## src/rtl/sprite_plotter_if.sv

```systemverilog
// Request/pixel bus between the draw/erase controller, the sprite plotter and the
// framebuffer writer. The plotter sits on the slave modport.
interface sprite_plotter_if;
  logic       start;
  logic       erase;
  logic [8:0] org_x;
  logic [7:0] org_y;
  logic [2:0] colour;
  logic       plot_ready;
  logic       busy;
  logic       finish;
  logic       plot;
  logic [8:0] plot_x;
  logic [7:0] plot_y;
  logic [2:0] plot_colour;

  modport master (
    output start, erase, org_x, org_y, colour, plot_ready,
    input  busy, finish, plot, plot_x, plot_y, plot_colour
  );

  modport slave (
    input  start, erase, org_x, org_y, colour, plot_ready,
    output busy, finish, plot, plot_x, plot_y, plot_colour
  );
endinterface

```

## src/rtl/sprite_plotter.sv

```systemverilog
// Rasterises a WxH sprite into row-major single-pixel plot writes with screen clipping.
// Define SPRITE_MASK_EN to add a per-pixel MASK parameter (bit row*W+col, 0 = skip).
module sprite_plotter #(
  parameter int        W         = 8,
  parameter int        H         = 4,
  parameter int        SCREEN_W  = 320,
  parameter int        SCREEN_H  = 240,
  parameter logic [2:0] BG_COLOUR = 3'b000
`ifdef SPRITE_MASK_EN
  ,
  parameter logic [W*H-1:0] MASK = {(W*H){1'b1}}
`endif
) (
  input  logic              clk,
  input  logic              reset,
  sprite_plotter_if.slave   bus,
  output logic [1:0]        dbg_state
);

  localparam int CW = (W > 1) ? $clog2(W) : 1;
  localparam int RW = (H > 1) ? $clog2(H) : 1;

  typedef enum logic [1:0] {
    IDLE = 2'd0,
    SCAN = 2'd1,
    DONE = 2'd2
  } state_e;

  state_e         state_q, state_d;
  logic [8:0]     org_x_q, org_x_d;
  logic [7:0]     org_y_q, org_y_d;
  logic [2:0]     colour_q, colour_d;
  logic [CW-1:0]  col_q, col_d;
  logic [RW-1:0]  row_q, row_d;

  logic [9:0]     pix_x;
  logic [8:0]     pix_y;
  logic           in_screen;
  logic           mask_on;
  logic           visible;
  logic           last_col;
  logic           last_row;

  // Wide sums so a sprite hanging off the right/bottom edge is clipped, never wrapped.
  assign pix_x     = 10'(org_x_q) + 10'(col_q);
  assign pix_y     = 9'(org_y_q) + 9'(row_q);
  assign in_screen = (pix_x < 10'(SCREEN_W)) && (pix_y < 9'(SCREEN_H));
  assign last_col  = (col_q == CW'(W - 1));
  assign last_row  = (row_q == RW'(H - 1));

`ifdef SPRITE_MASK_EN
  localparam int IW = (W * H > 1) ? $clog2(W * H) : 1;
  logic [IW-1:0] mask_idx;
  assign mask_idx = IW'(row_q) * IW'(W) + IW'(col_q);
  assign mask_on  = MASK[mask_idx];
`else
  assign mask_on  = 1'b1;
`endif

  assign visible   = in_screen && mask_on;
  assign dbg_state = state_q;

  // Handshake: a visible pixel is consumed only in a cycle with plot=1 and plot_ready=1;
  // hidden (clipped/masked) pixels are consumed unconditionally, one per cycle.
  always_comb begin
    state_d         = state_q;
    org_x_d         = org_x_q;
    org_y_d         = org_y_q;
    colour_d        = colour_q;
    col_d           = col_q;
    row_d           = row_q;
    bus.busy        = 1'b0;
    bus.finish      = 1'b0;
    bus.plot        = 1'b0;
    bus.plot_x      = '0;
    bus.plot_y      = '0;
    bus.plot_colour = '0;

    case (state_q)
      IDLE: begin
        if (bus.start) begin
          org_x_d  = bus.org_x;
          org_y_d  = bus.org_y;
          colour_d = bus.erase ? BG_COLOUR : bus.colour;
          col_d    = '0;
          row_d    = '0;
          state_d  = SCAN;
        end
      end
      SCAN: begin
        bus.busy        = 1'b1;
        bus.plot        = visible;
        bus.plot_x      = pix_x[8:0];
        bus.plot_y      = pix_y[7:0];
        bus.plot_colour = colour_q;
        if (!visible || bus.plot_ready) begin
          if (last_col) begin
            col_d = '0;
            if (last_row) begin
              state_d = DONE;
            end else begin
              row_d = row_q + RW'(1);
            end
          end else begin
            col_d = col_q + CW'(1);
          end
        end
      end
      DONE: begin
        bus.busy   = 1'b1;
        bus.finish = 1'b1;
        state_d    = IDLE;
      end
      default: begin
        state_d = IDLE;
      end
    endcase
  end

  always_ff @(posedge clk) begin
    if (reset) begin
      state_q  <= IDLE;
      org_x_q  <= '0;
      org_y_q  <= '0;
      colour_q <= '0;
      col_q    <= '0;
      row_q    <= '0;
    end else begin
      state_q  <= state_d;
      org_x_q  <= org_x_d;
      org_y_q  <= org_y_d;
      colour_q <= colour_d;
      col_q    <= col_d;
      row_q    <= row_d;
    end
  end

endmodule

```

## src/flat_wrapper.sv

```systemverilog
// flat-port wrapper written by rule: the top's interface ports become plain ports
module sprite_plotter_flat 
#(
  parameter int        W         = 8,
  parameter int        H         = 4,
  parameter int        SCREEN_W  = 320,
  parameter int        SCREEN_H  = 240,
  parameter logic [2:0] BG_COLOUR = 3'b000

)
  (clk, reset, dbg_state, bus_start, bus_erase, bus_org_x, bus_org_y, bus_colour, bus_plot_ready, bus_busy, bus_finish, bus_plot, bus_plot_x, bus_plot_y, bus_plot_colour);
  sprite_plotter_if bus_i ();
  input  logic clk;
  input  logic reset;
  output logic [1:0] dbg_state;
  input wire logic [$bits(bus_i.start)-1:0] bus_start;
  input wire logic [$bits(bus_i.erase)-1:0] bus_erase;
  input wire logic [$bits(bus_i.org_x)-1:0] bus_org_x;
  input wire logic [$bits(bus_i.org_y)-1:0] bus_org_y;
  input wire logic [$bits(bus_i.colour)-1:0] bus_colour;
  input wire logic [$bits(bus_i.plot_ready)-1:0] bus_plot_ready;
  output wire logic [$bits(bus_i.busy)-1:0] bus_busy;
  output wire logic [$bits(bus_i.finish)-1:0] bus_finish;
  output wire logic [$bits(bus_i.plot)-1:0] bus_plot;
  output wire logic [$bits(bus_i.plot_x)-1:0] bus_plot_x;
  output wire logic [$bits(bus_i.plot_y)-1:0] bus_plot_y;
  output wire logic [$bits(bus_i.plot_colour)-1:0] bus_plot_colour;
  assign bus_i.start = bus_start;
  assign bus_i.erase = bus_erase;
  assign bus_i.org_x = bus_org_x;
  assign bus_i.org_y = bus_org_y;
  assign bus_i.colour = bus_colour;
  assign bus_i.plot_ready = bus_plot_ready;
  assign bus_busy = bus_i.busy;
  assign bus_finish = bus_i.finish;
  assign bus_plot = bus_i.plot;
  assign bus_plot_x = bus_i.plot_x;
  assign bus_plot_y = bus_i.plot_y;
  assign bus_plot_colour = bus_i.plot_colour;
  sprite_plotter #(.W(W), .H(H), .SCREEN_W(SCREEN_W), .SCREEN_H(SCREEN_H), .BG_COLOUR(BG_COLOUR)) u_core (.clk(clk), .reset(reset), .bus(bus_i), .dbg_state(dbg_state));
endmodule
```

## config.mk

```make
export PLATFORM = sky130hd
export DESIGN_NAME = sprite_plotter_flat
export DESIGN_NICKNAME = d
export VERILOG_FILES = /design/src/rtl/sprite_plotter_if.sv /design/src/rtl/sprite_plotter.sv /design/src/flat_wrapper.sv
export SDC_FILE = /design/constraint.sdc
export NUM_CORES = 1
export LEC_CHECK = 0
export CAP_MARGIN = 15
export CORE_MARGIN = 3
export CORE_UTILIZATION = 25
export CTS_BUF_LIST = sky130_fd_sc_hd__clkbuf_2 sky130_fd_sc_hd__clkbuf_4 sky130_fd_sc_hd__clkbuf_8
export CTS_CLUSTER_SIZE = 40
export DETAILED_ROUTE_END_ITERATION = 8
export GPL_ROUTABILITY_DRIVEN = 0
export PLACE_DENSITY_LB_ADDON = 0.3
export RECOVER_POWER = 25
export SETUP_SLACK_MARGIN = 0.4
export SYNTH_ARGS = -nofsm -noshare
export SYNTH_HDL_FRONTEND = slang
export SYNTH_SLANG_ARGS = --single-unit
```

## constraint.sdc

```tcl
create_clock -name clk -period 2.9 [get_ports clk]
set_input_delay 0.58 -clock clk [delete_from_list [all_inputs] [get_ports clk]]
set_output_delay 0.58 -clock clk [all_outputs]
set_load 0.05 [all_outputs]
```

==> results.toml <==
[run_status]
status = "finished clean"

[setup_path]
worstPathMaxFanout = 4
crit_path_end_kind = "primary output"
start_kind = "register"
criticalPathCategory = "reg -> out"
crit_required_ps = 2320
arrival_ps = 2160

[routing]
routed_wl_um = 4970
drc = 0
wire_per_inst_um = 13.1
viasPerCell = 4.69
drt_first_iter_violations = 64
drtAntennaViolNets = 0
vias = 1783
drtPass1Iterations = 4

[timing]
fmax_mhz = 365
hold_viol_final = 0
drv_slew = 0
setup_ws_ps = 163
period_minus_slack_ps = 2740
finalCritPeriodShare_pct = 94.4
setup-violations-final = 0
rsz0062_at_grt = "true"
slew_headroom_pct = 36.6
tightest_slew_ps = 951
finClkSkew_ps = 4.86
setup-tns-final_ps = 0

[finish]
multi_input_area_mm2 = 0.00127
area_growth_pct = 52.3
fin_area_mm2 = 0.00266
layout-drive-gt1-share_pct = 25.1
num_antenna_cells = 0
regArea_um2 = 553
fill_cells = 701
post-route-util_pct = 40.4
nets = 326
final_cell_mix = "nand2_1 (44), a21oi_1 (30), buf_4 (27)"
layout_commonest_cell = "nand2_1"

[yosys]
syn_avg_cell_area_um2 = 7.68
synth.distinct_cells = 42
ys_seq_area_share_pct = 31.0
synth_warnings = 0
yosys_most_used_dff = "dfxtp_1"
synth_edf_count = 0
synth_fp_nets = 265
synth_area_mm2 = 0.00174
syn_inst = 227
ys_seq_elements = 27
synthArstFlopShare_pct = 0

[global_routing]
grt_overflow_total = 0
grt_max_degree = 21
grt_usage_pct = 12.0
grt_antenna_before_repair = 0
grt_pass1_vias = 1618
grt_pass1_wl_um = 7660

[clock_network]
root_buffer = "clkbuf_8"
clockBufferDepth = 2
cts_buffers = 3
path_clk_slew_ps = 100
cts.sink_count = 27
hold_buffers = 0
cts_tree = "done"
clkLatencyLatePin_ps = 270
cts.htree.levels = 1

[floorplan]
num_rows = 29
die_w_um = 89.5
die_y_um = 89.5
core_area_mm2 = 0.00657
die_area_mm2 = 0.00801
io_pins = 50
start_util_pct = 26.5

[power_and_ir_drop]
pwr_density_cell_mw_per_mm2 = 408
vdd_drop_max_uv = 222
power.leakage_nw = 1.01

[flow_run]
drv_cap = 0

[placed_design]
hpwl_um = 3570
portBuffers = 49
dp_slack_ps = 183
place_area_mm2 = 0.00239

[hold_path]
min_path_type = "reg -> reg"
[what timing repair did]
| item | in CTS | in global routing |
|---|---|---|
| setup endpoints to repair | 14 | 13 |
| gates resized for setup | 20 | 22 |
| setup buffers | 7 | 5 |
| pin swaps | 8 | 7 |
[Yosys cell counts, types with 4 or more instances]
cell type | count | area share [%]
nand2b_1 | 4 | 1.4
and2_1 | 9 | 3.2
a21oi_1 | 32 | 9.2
nand2_1 | 45 | 9.7
dfxtp_1 | 27 | 31
inv_1 | 5 | 1.1
clkbuf_1 | 9 | 1.9
xnor2_1 | 7 | 3.5
o21ai_0 | 8 | 2.3
nor2_1 | 18 | 3.9
ha_1 | 11 | 7.9
xor2_1 | 5 | 2.5
nand3_1 | 5 | 1.4
[metal layers]
layer	GRT usage (%)	routed length, um	vias up
li1	-	-	909
met1	14.9	2170	834
met2	21.8	2580	40
met3	2.49	227	0
met4	1.62	0	0
met5	0	0	-
[layout make-up]
class / instances / area share, %
Multi-Input combinational cell: 184 / 47.9
Timing Repair Buffer: 67 / 24.3
Sequential cell: 27 / 20.8
Tap cell: 93 / 4.38
Clock buffer: 4 / 1.84
Inverter: 5 / 0.707
[metrics by stage]
step	power, mW	std cells	hold slack [ps]
floorplan	0.686	227	427
global placement	0.841	364	436
detailed placement	0.842	364	442
CTS	1.08	375	456
global route	1.14	380	471
finish	1.08	380	452
[final timing paths]
check / to / slack, ps / start / cells past startpoint
max: bus_plot / 160 / u_core.col_q[0] / 7
min: u_core.colour_q[1] / 450 / u_core.colour_q[1] / 2
max reg2reg: u_core.dbg_state[0] / 470 / u_core.col_q[0] / 9
min reg2reg: u_core.colour_q[1] / 450 / u_core.colour_q[1] / 2
[flip-flops by register name (all words and copies together), names as in the netlist]
signal            count
u_core.col_q          3
u_core.colour_q       3
u_core.dbg_state      2
u_core.org_x_q        9
u_core.org_y_q        8
u_core.row_q          2
[power breakdown]
group / switching (mW) / internal [mW]
logic: 0.247 / 0.171
clock network: 0.119 / 0.108
registers: 0.0399 / 0.399
[cells by family after synthesis]
group	synth area share, %
simple gates	27.7
compound gates	21.5
flops	31.0
buf+inv	3.52
fa+ha+maj	10.2
xor+xnor	6.03
[worst max-delay path, stage by stage (launching register included)]
cell and delay, ps:
dfxtp_2 350, ha_4 160, fa_2 330, a21o_1 220, and3_4 190, and4bb_2 240
o211a_4 240, buf_12 150
Note: power is estimated with default switching activity, not from simulation.
